--- src/rtl/holy_axi_bus_arbiter_if.sv ---
// Arbiter-side bundle: cache requests/grants plus the muxed AXI handshakes it monitors.
// master = arbiter, slave = cache pair / AXI mux side.
interface holy_axi_bus_arbiter_if #(
   parameter int BEAT_W = 8
);
   logic              i_req, d_req;
   logic              i_grant, d_grant, owner, busy;
   logic              m_axi_arvalid, m_axi_arready;
   logic [BEAT_W-1:0] m_axi_arlen;
   logic              m_axi_awvalid, m_axi_awready;
   logic [BEAT_W-1:0] m_axi_awlen;
   logic              m_axi_wvalid, m_axi_wready, m_axi_wlast;
   logic              m_axi_rvalid, m_axi_rready, m_axi_rlast;
   logic              m_axi_bvalid, m_axi_bready;
   logic [BEAT_W-1:0] beat_cnt;
   logic              burst_err;

   modport master (
      input  i_req, d_req,
      input  m_axi_arvalid, m_axi_arready, m_axi_arlen,
      input  m_axi_awvalid, m_axi_awready, m_axi_awlen,
      input  m_axi_wvalid, m_axi_wready, m_axi_wlast,
      input  m_axi_rvalid, m_axi_rready, m_axi_rlast,
      input  m_axi_bvalid, m_axi_bready,
      output i_grant, d_grant, owner, busy, beat_cnt, burst_err
   );

   modport slave (
      output i_req, d_req,
      output m_axi_arvalid, m_axi_arready, m_axi_arlen,
      output m_axi_awvalid, m_axi_awready, m_axi_awlen,
      output m_axi_wvalid, m_axi_wready, m_axi_wlast,
      output m_axi_rvalid, m_axi_rready, m_axi_rlast,
      output m_axi_bvalid, m_axi_bready,
      input  i_grant, d_grant, owner, busy, beat_cnt, burst_err
   );
endinterface

--- src/rtl/holy_axi_bus_arbiter.sv ---
// Whole-transaction i-cache/d-cache arbiter for the shared AXI4 master port.
// Optional stall watchdog: define HOLY_ARB_WATCHDOG_EN.
module holy_axi_bus_arbiter #(
   parameter bit D_PRIORITY  = 1'b1,
   parameter int BEAT_W      = 8,
   parameter int WDOG_CYCLES = 1024
) (
   input  logic clk,
   input  logic rst_n,
   holy_axi_bus_arbiter_if.master bus
);
   localparam logic [1:0] S_IDLE = 2'd0;
   localparam logic [1:0] S_ADDR = 2'd1;
   localparam logic [1:0] S_DATA = 2'd2;
   localparam logic [1:0] S_GAP  = 2'd3;

   logic [1:0]        state;
   logic              owner_q, last_served, dir_wr, wlast_seen, err_q;
   logic [BEAT_W-1:0] exp_len, beat_q, beat_inc;
   logic              ar_hs, aw_hs, w_hs, r_hs, b_hs;
   logic              own_req, in_flight, wdog_hit;

   assign ar_hs     = bus.m_axi_arvalid && bus.m_axi_arready;
   assign aw_hs     = bus.m_axi_awvalid && bus.m_axi_awready;
   assign w_hs      = bus.m_axi_wvalid  && bus.m_axi_wready;
   assign r_hs      = bus.m_axi_rvalid  && bus.m_axi_rready;
   assign b_hs      = bus.m_axi_bvalid  && bus.m_axi_bready;
   assign own_req   = owner_q ? bus.d_req : bus.i_req;
   assign in_flight = (state == S_ADDR) || (state == S_DATA);
   assign beat_inc  = (beat_q == '1) ? beat_q : beat_q + BEAT_W'(1);

   assign bus.i_grant   = in_flight && !owner_q;
   assign bus.d_grant   = in_flight &&  owner_q;
   assign bus.owner     = owner_q;
   assign bus.busy      = in_flight;
   assign bus.beat_cnt  = beat_q;
   assign bus.burst_err = err_q;

`ifdef HOLY_ARB_WATCHDOG_EN
   localparam int WD_W = $clog2(WDOG_CYCLES + 1);
   logic [WD_W-1:0] wdog;
   logic            progress;

   assign progress = ((state == S_ADDR) && (ar_hs || aw_hs)) ||
                     ((state == S_DATA) && (dir_wr ? (w_hs || b_hs) : r_hs));
   assign wdog_hit = in_flight && (wdog == WD_W'(WDOG_CYCLES - 1));

   always_ff @(posedge clk or negedge rst_n) begin
      if (!rst_n)                              wdog <= '0;
      else if (!in_flight || progress || wdog_hit) wdog <= '0;
      else                                     wdog <= wdog + WD_W'(1);
   end
`else
   assign wdog_hit = 1'b0;
`endif

   always_ff @(posedge clk or negedge rst_n) begin
      if (!rst_n) begin
         state       <= S_IDLE;
         owner_q     <= 1'b0;
         last_served <= ~D_PRIORITY;
         dir_wr      <= 1'b0;
         wlast_seen  <= 1'b0;
         exp_len     <= '0;
         beat_q      <= '0;
         err_q       <= 1'b0;
      end else begin
         case (state)
            S_IDLE: if (bus.i_req || bus.d_req) begin
               // Contention goes to whoever was not served last
               owner_q <= (bus.i_req && bus.d_req) ? ~last_served : bus.d_req;
               state   <= S_ADDR;
            end
            S_ADDR: begin
               if (wdog_hit) begin
                  err_q <= 1'b1;
                  state <= S_GAP;
               end else if (ar_hs) begin
                  exp_len    <= bus.m_axi_arlen;
                  dir_wr     <= 1'b0;
                  wlast_seen <= 1'b0;
                  state      <= S_DATA;
                  if (aw_hs) err_q <= 1'b1;
               end else if (aw_hs) begin
                  exp_len    <= bus.m_axi_awlen;
                  dir_wr     <= 1'b1;
                  wlast_seen <= 1'b0;
                  state      <= S_DATA;
               end else if (!own_req) begin
                  state <= S_IDLE;
               end
            end
            S_DATA: begin
               if (wdog_hit) begin
                  err_q <= 1'b1;
                  state <= S_GAP;
               end else if (!dir_wr) begin
                  if (r_hs) begin
                     beat_q <= beat_inc;
                     if (bus.m_axi_rlast) begin
                        state <= S_GAP;
                        if (beat_q != exp_len) err_q <= 1'b1;
                     end else if (beat_q == exp_len) begin
                        err_q <= 1'b1;   // overran arlen; keep waiting for rlast
                     end
                  end
               end else begin
                  if (w_hs && !wlast_seen) begin
                     beat_q <= beat_inc;
                     if (bus.m_axi_wlast) begin
                        wlast_seen <= 1'b1;
                        if (beat_q != exp_len) err_q <= 1'b1;
                     end
                  end
                  if (b_hs && (wlast_seen || (w_hs && bus.m_axi_wlast)))
                     state <= S_GAP;
               end
            end
            default: begin
               // GAP: beat_cnt stays readable for this cycle, cleared on exit
               last_served <= owner_q;
               beat_q      <= '0;
               state       <= S_IDLE;
            end
         endcase
      end
   end
endmodule
--- src/flat_wrapper.sv ---
// flat-port wrapper written by rule: the top's interface ports become plain ports
module holy_axi_bus_arbiter_flat 
#(
   parameter bit D_PRIORITY  = 1'b1,
   parameter int BEAT_W      = 8,
   parameter int WDOG_CYCLES = 1024
)
  (clk, rst_n, bus_i_req, bus_d_req, bus_m_axi_arvalid, bus_m_axi_arready, bus_m_axi_arlen, bus_m_axi_awvalid, bus_m_axi_awready, bus_m_axi_awlen, bus_m_axi_wvalid, bus_m_axi_wready, bus_m_axi_wlast, bus_m_axi_rvalid, bus_m_axi_rready, bus_m_axi_rlast, bus_m_axi_bvalid, bus_m_axi_bready, bus_i_grant, bus_d_grant, bus_owner, bus_busy, bus_beat_cnt, bus_burst_err);
  holy_axi_bus_arbiter_if #(.BEAT_W(BEAT_W)) bus_i ();
  input  logic clk;
  input  logic rst_n;
  input wire logic [$bits(bus_i.i_req)-1:0] bus_i_req;
  input wire logic [$bits(bus_i.d_req)-1:0] bus_d_req;
  input wire logic [$bits(bus_i.m_axi_arvalid)-1:0] bus_m_axi_arvalid;
  input wire logic [$bits(bus_i.m_axi_arready)-1:0] bus_m_axi_arready;
  input wire logic [$bits(bus_i.m_axi_arlen)-1:0] bus_m_axi_arlen;
  input wire logic [$bits(bus_i.m_axi_awvalid)-1:0] bus_m_axi_awvalid;
  input wire logic [$bits(bus_i.m_axi_awready)-1:0] bus_m_axi_awready;
  input wire logic [$bits(bus_i.m_axi_awlen)-1:0] bus_m_axi_awlen;
  input wire logic [$bits(bus_i.m_axi_wvalid)-1:0] bus_m_axi_wvalid;
  input wire logic [$bits(bus_i.m_axi_wready)-1:0] bus_m_axi_wready;
  input wire logic [$bits(bus_i.m_axi_wlast)-1:0] bus_m_axi_wlast;
  input wire logic [$bits(bus_i.m_axi_rvalid)-1:0] bus_m_axi_rvalid;
  input wire logic [$bits(bus_i.m_axi_rready)-1:0] bus_m_axi_rready;
  input wire logic [$bits(bus_i.m_axi_rlast)-1:0] bus_m_axi_rlast;
  input wire logic [$bits(bus_i.m_axi_bvalid)-1:0] bus_m_axi_bvalid;
  input wire logic [$bits(bus_i.m_axi_bready)-1:0] bus_m_axi_bready;
  output wire logic [$bits(bus_i.i_grant)-1:0] bus_i_grant;
  output wire logic [$bits(bus_i.d_grant)-1:0] bus_d_grant;
  output wire logic [$bits(bus_i.owner)-1:0] bus_owner;
  output wire logic [$bits(bus_i.busy)-1:0] bus_busy;
  output wire logic [$bits(bus_i.beat_cnt)-1:0] bus_beat_cnt;
  output wire logic [$bits(bus_i.burst_err)-1:0] bus_burst_err;
  assign bus_i.i_req = bus_i_req;
  assign bus_i.d_req = bus_d_req;
  assign bus_i.m_axi_arvalid = bus_m_axi_arvalid;
  assign bus_i.m_axi_arready = bus_m_axi_arready;
  assign bus_i.m_axi_arlen = bus_m_axi_arlen;
  assign bus_i.m_axi_awvalid = bus_m_axi_awvalid;
  assign bus_i.m_axi_awready = bus_m_axi_awready;
  assign bus_i.m_axi_awlen = bus_m_axi_awlen;
  assign bus_i.m_axi_wvalid = bus_m_axi_wvalid;
  assign bus_i.m_axi_wready = bus_m_axi_wready;
  assign bus_i.m_axi_wlast = bus_m_axi_wlast;
  assign bus_i.m_axi_rvalid = bus_m_axi_rvalid;
  assign bus_i.m_axi_rready = bus_m_axi_rready;
  assign bus_i.m_axi_rlast = bus_m_axi_rlast;
  assign bus_i.m_axi_bvalid = bus_m_axi_bvalid;
  assign bus_i.m_axi_bready = bus_m_axi_bready;
  assign bus_i_grant = bus_i.i_grant;
  assign bus_d_grant = bus_i.d_grant;
  assign bus_owner = bus_i.owner;
  assign bus_busy = bus_i.busy;
  assign bus_beat_cnt = bus_i.beat_cnt;
  assign bus_burst_err = bus_i.burst_err;
  holy_axi_bus_arbiter #(.D_PRIORITY(D_PRIORITY), .BEAT_W(BEAT_W), .WDOG_CYCLES(WDOG_CYCLES)) u_core (.clk(clk), .rst_n(rst_n), .bus(bus_i));
endmodule
--- config.mk ---
export PLATFORM = sky130hd
export DESIGN_NAME = holy_axi_bus_arbiter_flat
export DESIGN_NICKNAME = d
export VERILOG_FILES = /design/src/rtl/holy_axi_bus_arbiter_if.sv /design/src/rtl/holy_axi_bus_arbiter.sv /design/src/flat_wrapper.sv
export SDC_FILE = /design/constraint.sdc
export NUM_CORES = 1
export LEC_CHECK = 0
export BUFFER_PORTS_ARGS = -buffer_cell sky130_fd_sc_hd__buf_2
export CAP_MARGIN = 20
export CORE_MARGIN = 2
export CORE_UTILIZATION = 46
export CTS_CLUSTER_SIZE = 30
export DETAILED_ROUTE_END_ITERATION = 10
export PLACE_DENSITY = 0.82
export SYNTH_ARGS = -nofsm -noshare
export SYNTH_HDL_FRONTEND = slang
export SYNTH_SLANG_ARGS = --single-unit
--- constraint.sdc ---
create_clock -name clk -period 1.75 [get_ports clk]
set_input_delay 0.175 -clock clk [delete_from_list [all_inputs] [get_ports clk]]
set_output_delay 0.175 -clock clk [all_outputs]
set_load 0.05 [all_outputs]
==> reports/metrics.yaml, run 1 <==
floorplanning:
  initial_utilization_pct: 47.89
  die_height_microns: 60.15
  row_count: 20
  fp.dieW_microns: 60.15
  dieArea_sq_um: 3617
  core_area_sq_um: 3028
  io_pins: 45
final_layout:
  drive_gt1_share_pct: 37.68
  regArea_sq_um: 579.3
  final_area_sq_um: 1897
  fillCellCount: 261
  finish.utilization_pct: 62.64
  n_antenna_cell: 0
  multiInputGateArea_sq_um: 909.6
  fin_nets: 245
  syn2layout_area_growth_pct: 30.80
timing:
  finalClockSkew_ns: 0.0004999
  finalCritPeriodShare_pct: 97.03
  min_period_ns: 1.698
  relSlewSlack_pct: 67.28
  drv_slew: 0
  setup_violations: 0
  tightest_slew_ns: 0.4908
  hold_slack_ns: 0.05760
  finalHoldViolCount: 0
  fmaxAchievable_ghz: 0.5889
routing:
  top_layer_used: "met4"
  wl_met2_microns: 1515
  avgRoutedWirePerCell_microns: 12.83
  wl_microns: 3221
  dr.pass1.iters: 4
  vias_per_cell: 5.454
  dr_total_vias: 1369
  drt_iter0_markers: 69
  ant_nets: 0
  drc: 0
  m1WireLength_microns: 1469
  wl_met3_microns: 188
clock_tree:
  clk_pin_slew_ns: 0.12
  clockRootBuffer: "clkbuf_4"
  cts_tree: "built"
  ctsHtreeMaxLevel: 1
  clock-sinks: 23
  clockBufferDepth: 2
  clkLatencyLatePin_ns: 0.31
  cts_made_buffers: 3
global_route:
  grt_pass1_vias: 1200
  grt_usage_pct: 18.97
  grt_overflow: 0
  grt_pass1_wl_microns: 5140
  antenna_found_initial: 0
  grt_max_degree: 24
run:
  maxCapViolations: 0
run_status:
  outcome: "finished, final reports clean"
logic_synthesis:
  synth_nets: 189
  synthAdderAreaFrac_pct: 4.314
  synth_compound_area_share_pct: 21.05
  synth_xor_area_share_pct: 4.832
  syn_area_sq_um: 1450
  seq_area_frac_synth_pct: 39.69
  synth_cells: 152
  ys_types: 43
  ys_ff_latch: 23
  synth-edff-count: 0
  synth-main-ff-cell: "dfrtp_1"
  avgSynthCellArea_sq_um: 9.540
  synth_top_family_by_area: "compound AO/OA/AOI/OAI gates"
  ys_warn_count: 0
  synthSimpleGateAreaFrac_pct: 19.84
  synth_mux_area_share_pct: 8.369
  async_flop_share_pct: 100.0
pwr:
  ir_drop_mv: 0.8413
  p_leak_uw: 0.0008636
  power_uw: 2931
  power-per-cell-area_nw_per_um2: 1545
setup_path:
  cp.arrival_ns: 1.92
  critPathLaunchType: "flop"
  ff2ff_setup_slack_ns: 0.05
  r2r_end: "u_core.bus.beat_cnt[5]$_DFFE_PN0P_"
  path_class: "reg -> reg"
  required_ns: 1.97
  critPathCapture: "u_core.bus.beat_cnt[5]$_DFFE_PN0P_"
  worstPathMaxFanout: 10
  endpoint_kind: "flop"
  r2r_start: "u_core.state[0]$_DFFE_PN0P_"
  crit_start: "u_core.state[0]$_DFFE_PN0P_"
  r2r_cells: 7
min_path:
  hold_path_class: "in -> reg"
  hold_path_depth: 2
place:
  place_congestion: 0.8002
  place_area_sq_um: 1785
  portBuffers: 44
  dp_hpwl_microns: 2462
cell type report:
cell class / instances / area share (%)
clock buffer: 3 / 1.187
sequential: 23 / 30.54
inverter: 5 / 0.9894
multi-input combinational: 122 / 47.96
timing repair buffer: 53 / 16.16
tap: 44 / 2.902
clock inverter: 1 / 0.2639
report_power, final:
group / leakage (uW) / internal (uW) / switching (uW) / total (uW)
registers: 0.000289 / 709 / 193 / 902
clock network: 0.0000177 / 85.5 / 161 / 247
logic: 0.000557 / 776 / 1010 / 1780
Yosys cell counts (4+ instances only):
master,n,share of area (%)
a21oi_1,4,1.4
dfrtp_1,23,40
ha_1,5,4.3
mux2i_1,11,7.6
o211ai_1,4,2.1
nand2_1,22,5.7
nand3_1,5,1.7
nor2_1,5,1.3
o21ai_0,16,5.5
inv_1,5,1.3
a31oi_1,5,2.2
xnor2_1,8,4.8
cell usage in the layout, fill, tap and decap left out, drive strengths merged, types with 2 or more instances in the layout:
cell	count
or3	2
and2	2
nor3	2
a31o	2
nand2	23
ha	5
or2	2
nand3b	3
nand4	3
a21oi	4
inv	5
xnor2	8
nor2b	2
buf	52
o211ai	4
nand3	5
mux2i	11
clkbuf	3
dfrtp	23
a22oi	3
a31oi	5
o21ai	16
nor2	5
state kept, by name, indices dropped and copies added (netlist names):
register,cells
u_core.bus.beat_cnt,8
u_core.bus.burst_err,1
u_core.bus.owner,1
u_core.dir_wr,1
u_core.exp_len,8
u_core.last_served,1
u_core.state,2
u_core.wlast_seen,1
worst max-delay path, stage by stage (launching register included):
cell	delay, ns
dfrtp_1	0.43
inv_2	0.11
ha_2	0.22
buf_6	0.15
nand2_1	0.07
or3_4	0.36
a31o_1	0.23
o41ai_2	0.05
how the worst min path moves through the flow:
stage                 startpoint                                 end  slack [ns]
6_report       bus_m_axi_arready           u_core.dir_wr$_DFFE_PN0P_        0.06
5_1_grt        bus_m_axi_arready           u_core.dir_wr$_DFFE_PN0P_        0.05
4_1_cts        bus_m_axi_arready           u_core.dir_wr$_DFFE_PN0P_        0.06
3_5_place_dp               rst_n       u_core.wlast_seen$_DFFE_PN0P_        0.18
3_3_place_gp               rst_n       u_core.wlast_seen$_DFFE_PN0P_        0.17
2_1_floorplan              rst_n  u_core.bus.beat_cnt[0]$_DFFE_PN0P_       -0.12
logic make-up (layout without fill, tap and decap cells):
| group | count (synthesis) | count (layout) |
|---|---|---|
| simple gates | 54 | 54 |
| fa+ha+maj | 5 | 5 |
| flops | 23 | 23 |
| mux | 12 | 12 |
| xor+xnor | 8 | 8 |
| compound gates | 43 | 43 |
| buf+inv | 7 | 62 |
routing by layer:
metal	up-vias	global-route usage [%]
met5	-	0
met4	0	6.667
met3	5	2.597
met2	51	30.28
met1	634	26.18
li1	679	-
what timing repair did:
item	in CTS	in global routing
hold buffers	1	0
resized for setup	5	14
pin swaps	0	5
endpoints found under the hold margin	23	0
setup buffers	0	2
endpoints found under the setup margin	5	13
cloned	0	0
metrics by stage:
stage,TNS [ns],instances,setup slack (ns)
2_1_floorplan,0,152,0.005441
3_3_place_gp,0,244,0.04949
3_5_place_dp,-0.002164,244,-0.001700
4_1_cts,-0.01254,249,-0.01254
5_1_grt,-0.01715,251,-0.009826
6_report,0,251,0.05203
No activity file was read; power rests on OpenSTA's default activity.
==> run 2, diff against run 1 <==
- BUFFER_PORTS_ARGS: -buffer_cell sky130_fd_sc_hd__buf_2 -> -buffer_cell sky130_fd_sc_hd__buf_4
- CORE_MARGIN: 2 -> 4
==> run 2 against run 1 <==
Core utilization is 2.7 points higher. Highest routed layer unchanged. Critical path depth stayed put. Clock power hardly changed. Sequential power hardly changed. Critical endpoint unchanged. Critical path type unchanged.
==> reports/metrics.yaml, run 2 (synthesized netlist as in run 1, its figures left out) <==
place:
  place_congestion: 0.9009
  dp_hpwl_microns: 2963
  portBuffers: 44
  dp.cells: 243
setup_path:
  path_class: "reg -> reg"
  endpoint_kind: "flop"
  worstPathMaxFanout: 10
  required_ns: 1.97
  cp.arrival_ns: 1.96
  critPathLaunchType: "flop"
global_route:
  antenna_found_initial: 0
  grt_pass1_wl_microns: 6251
  grt_overflow: 0
  grt_max_degree: 24
  grt_usage_pct: 18.84
  grt_pass1_vias: 1413
floorplanning:
  die_height_microns: 64.15
  io_pins: 45
  row_count: 20
  core_area_sq_um: 3028
  fp.dieW_microns: 64.15
  initial_utilization_pct: 47.89
  dieArea_sq_um: 4115
pwr:
  comb_power_share_pct: 61.3
  power_switching_uw: 1380
  ir_drop_mv: 0.7795
  switching_share_pct: 46.32
  internal-power_uw: 1599
  clkPwrFrac_pct: 8.3
  pwr-share-seq_pct: 30.4
  power-per-cell-area_nw_per_um2: 1505
  power_uw: 2979
  p_leak_uw: 0.0008895
final_layout:
  fillCellCount: 234
  finish.utilization_pct: 65.37
  syn2layout_area_growth_pct: 36.50
  layout_commonest_cell: "buf_4"
  n_antenna_cell: 0
  fin_nets: 245
  final_cell_mix: "buf_4, nand2_1, dfrtp_1"
  finalNonFillerCells: 251
  drive_gt1_share_pct: 36.71
routing:
  drc: 0
  avgRoutedWirePerCell_microns: 14.95
  drt_iter0_markers: 100
  dr.pass1.iters: 4
  ant_nets: 0
  wl_microns: 3752
  vias_per_cell: 5.606
  dr_total_vias: 1407
clock_tree:
  clock-sinks: 23
  cts_tree: "built"
  clkLatencyLatePin_ns: 0.30
  cts_made_buffers: 3
  clockRootBuffer: "clkbuf_4"
  clockBufferDepth: 2
  clk_pin_slew_ns: 0.13
  ctsHtreeMaxLevel: 1
min_path:
  hold_path_class: "in -> reg"
timing:
  min_period_ns: 1.743
  setup-tns-final_ns: 0
  finalCritPeriodShare_pct: 99.61
  finalClockSkew_ns: 0.004963
  fmaxAchievable_ghz: 0.5737
  finalHoldViolCount: 0
  relSlewSlack_pct: 69.68
  rsz0062_at_grt: "yes"
  drv_slew: 0
  setup_violations: 0
  tightest_slew_ns: 0.4548
run_status:
  outcome: "finished, final reports clean"
run:
  maxCapViolations: 0
run 2: critical path, stage by stage, from the launching register on:
cell     delay, ns
dfrtp_1       0.44
inv_2         0.09
ha_2          0.22
buf_6         0.16
nand2_1       0.09
or3_4         0.37
a31o_1        0.24
o41ai_2       0.05
run 2: path summary, 6_finish.rpt:
kind / startpoint / depth (start not counted) / end / slack [ns]
setup / recovery: u_core.state[0]$_DFFE_PN0P_ / 7 / u_core.bus.beat_cnt[5]$_DFFE_PN0P_ / 0.007
hold / removal: bus_m_axi_arready / 2 / u_core.dir_wr$_DFFE_PN0P_ / 0.05
setup reg to reg: u_core.state[0]$_DFFE_PN0P_ / 7 / u_core.bus.beat_cnt[5]$_DFFE_PN0P_ / 0.007
hold reg to reg: u_core.last_served$_DFFE_PN0N_ / 1 / u_core.last_served$_DFFE_PN0N_ / 0.52
max in group asynchronous: rst_n / 2 / u_core.bus.beat_cnt[0]$_DFFE_PN0P_ / 1.23
min in group asynchronous: rst_n / 2 / u_core.wlast_seen$_DFFE_PN0P_ / 0.27
run 2: power by group through the flow:
stage / logic, uW / registers, uW / clock network (uW)
floorplan: 1080 / 979 / 0
global placement: 1610 / 895 / 0
detailed placement: 1680 / 906 / 0
CTS: 1730 / 892 / 247
global route: 1990 / 931 / 275
finish: 1830 / 904 / 248
run 2: layout make-up:
cell class	count	area, sq um	area share, %
inverters	5	18.77	0.9482
flip-flops and latches	23	579.3	29.27
repair buffers	53	407.9	20.61
multi-input cells	122	892.1	45.07
well taps	44	55.05	2.781
clock buffers	4	26.28	1.327
run 2: layer usage:
metal / wire length, microns / track usage (%) / up-vias
li1: - / - / 677
met1: 1533 / 23.50 / 674
met2: 1988 / 34.06 / 54
met3: 195 / 1.406 / 2
met4: 36 / 6.332 / 0
met5: 0 / 0 / -
run 2: through the flow:
stage	hold WS, ns	setup WS (ns)	cell area (sq um)
after global placement	0.08580	0.05244	1888
after CTS	0.04821	-0.002520	1939
after global routing	0.03505	-0.07385	1979
after detailed placement	0.08396	-0.04557	1888
final	0.04908	0.006861	1979
after floorplan	-0.1206	0.005441	1474
run 2: timing repair:
item	in CTS	in global routing
setup buffers	1	2
setup endpoints to repair	6	13
gates resized for setup	3	11
pin swaps	2	2
hold endpoints to repair	23	0
hold buffers	1	0
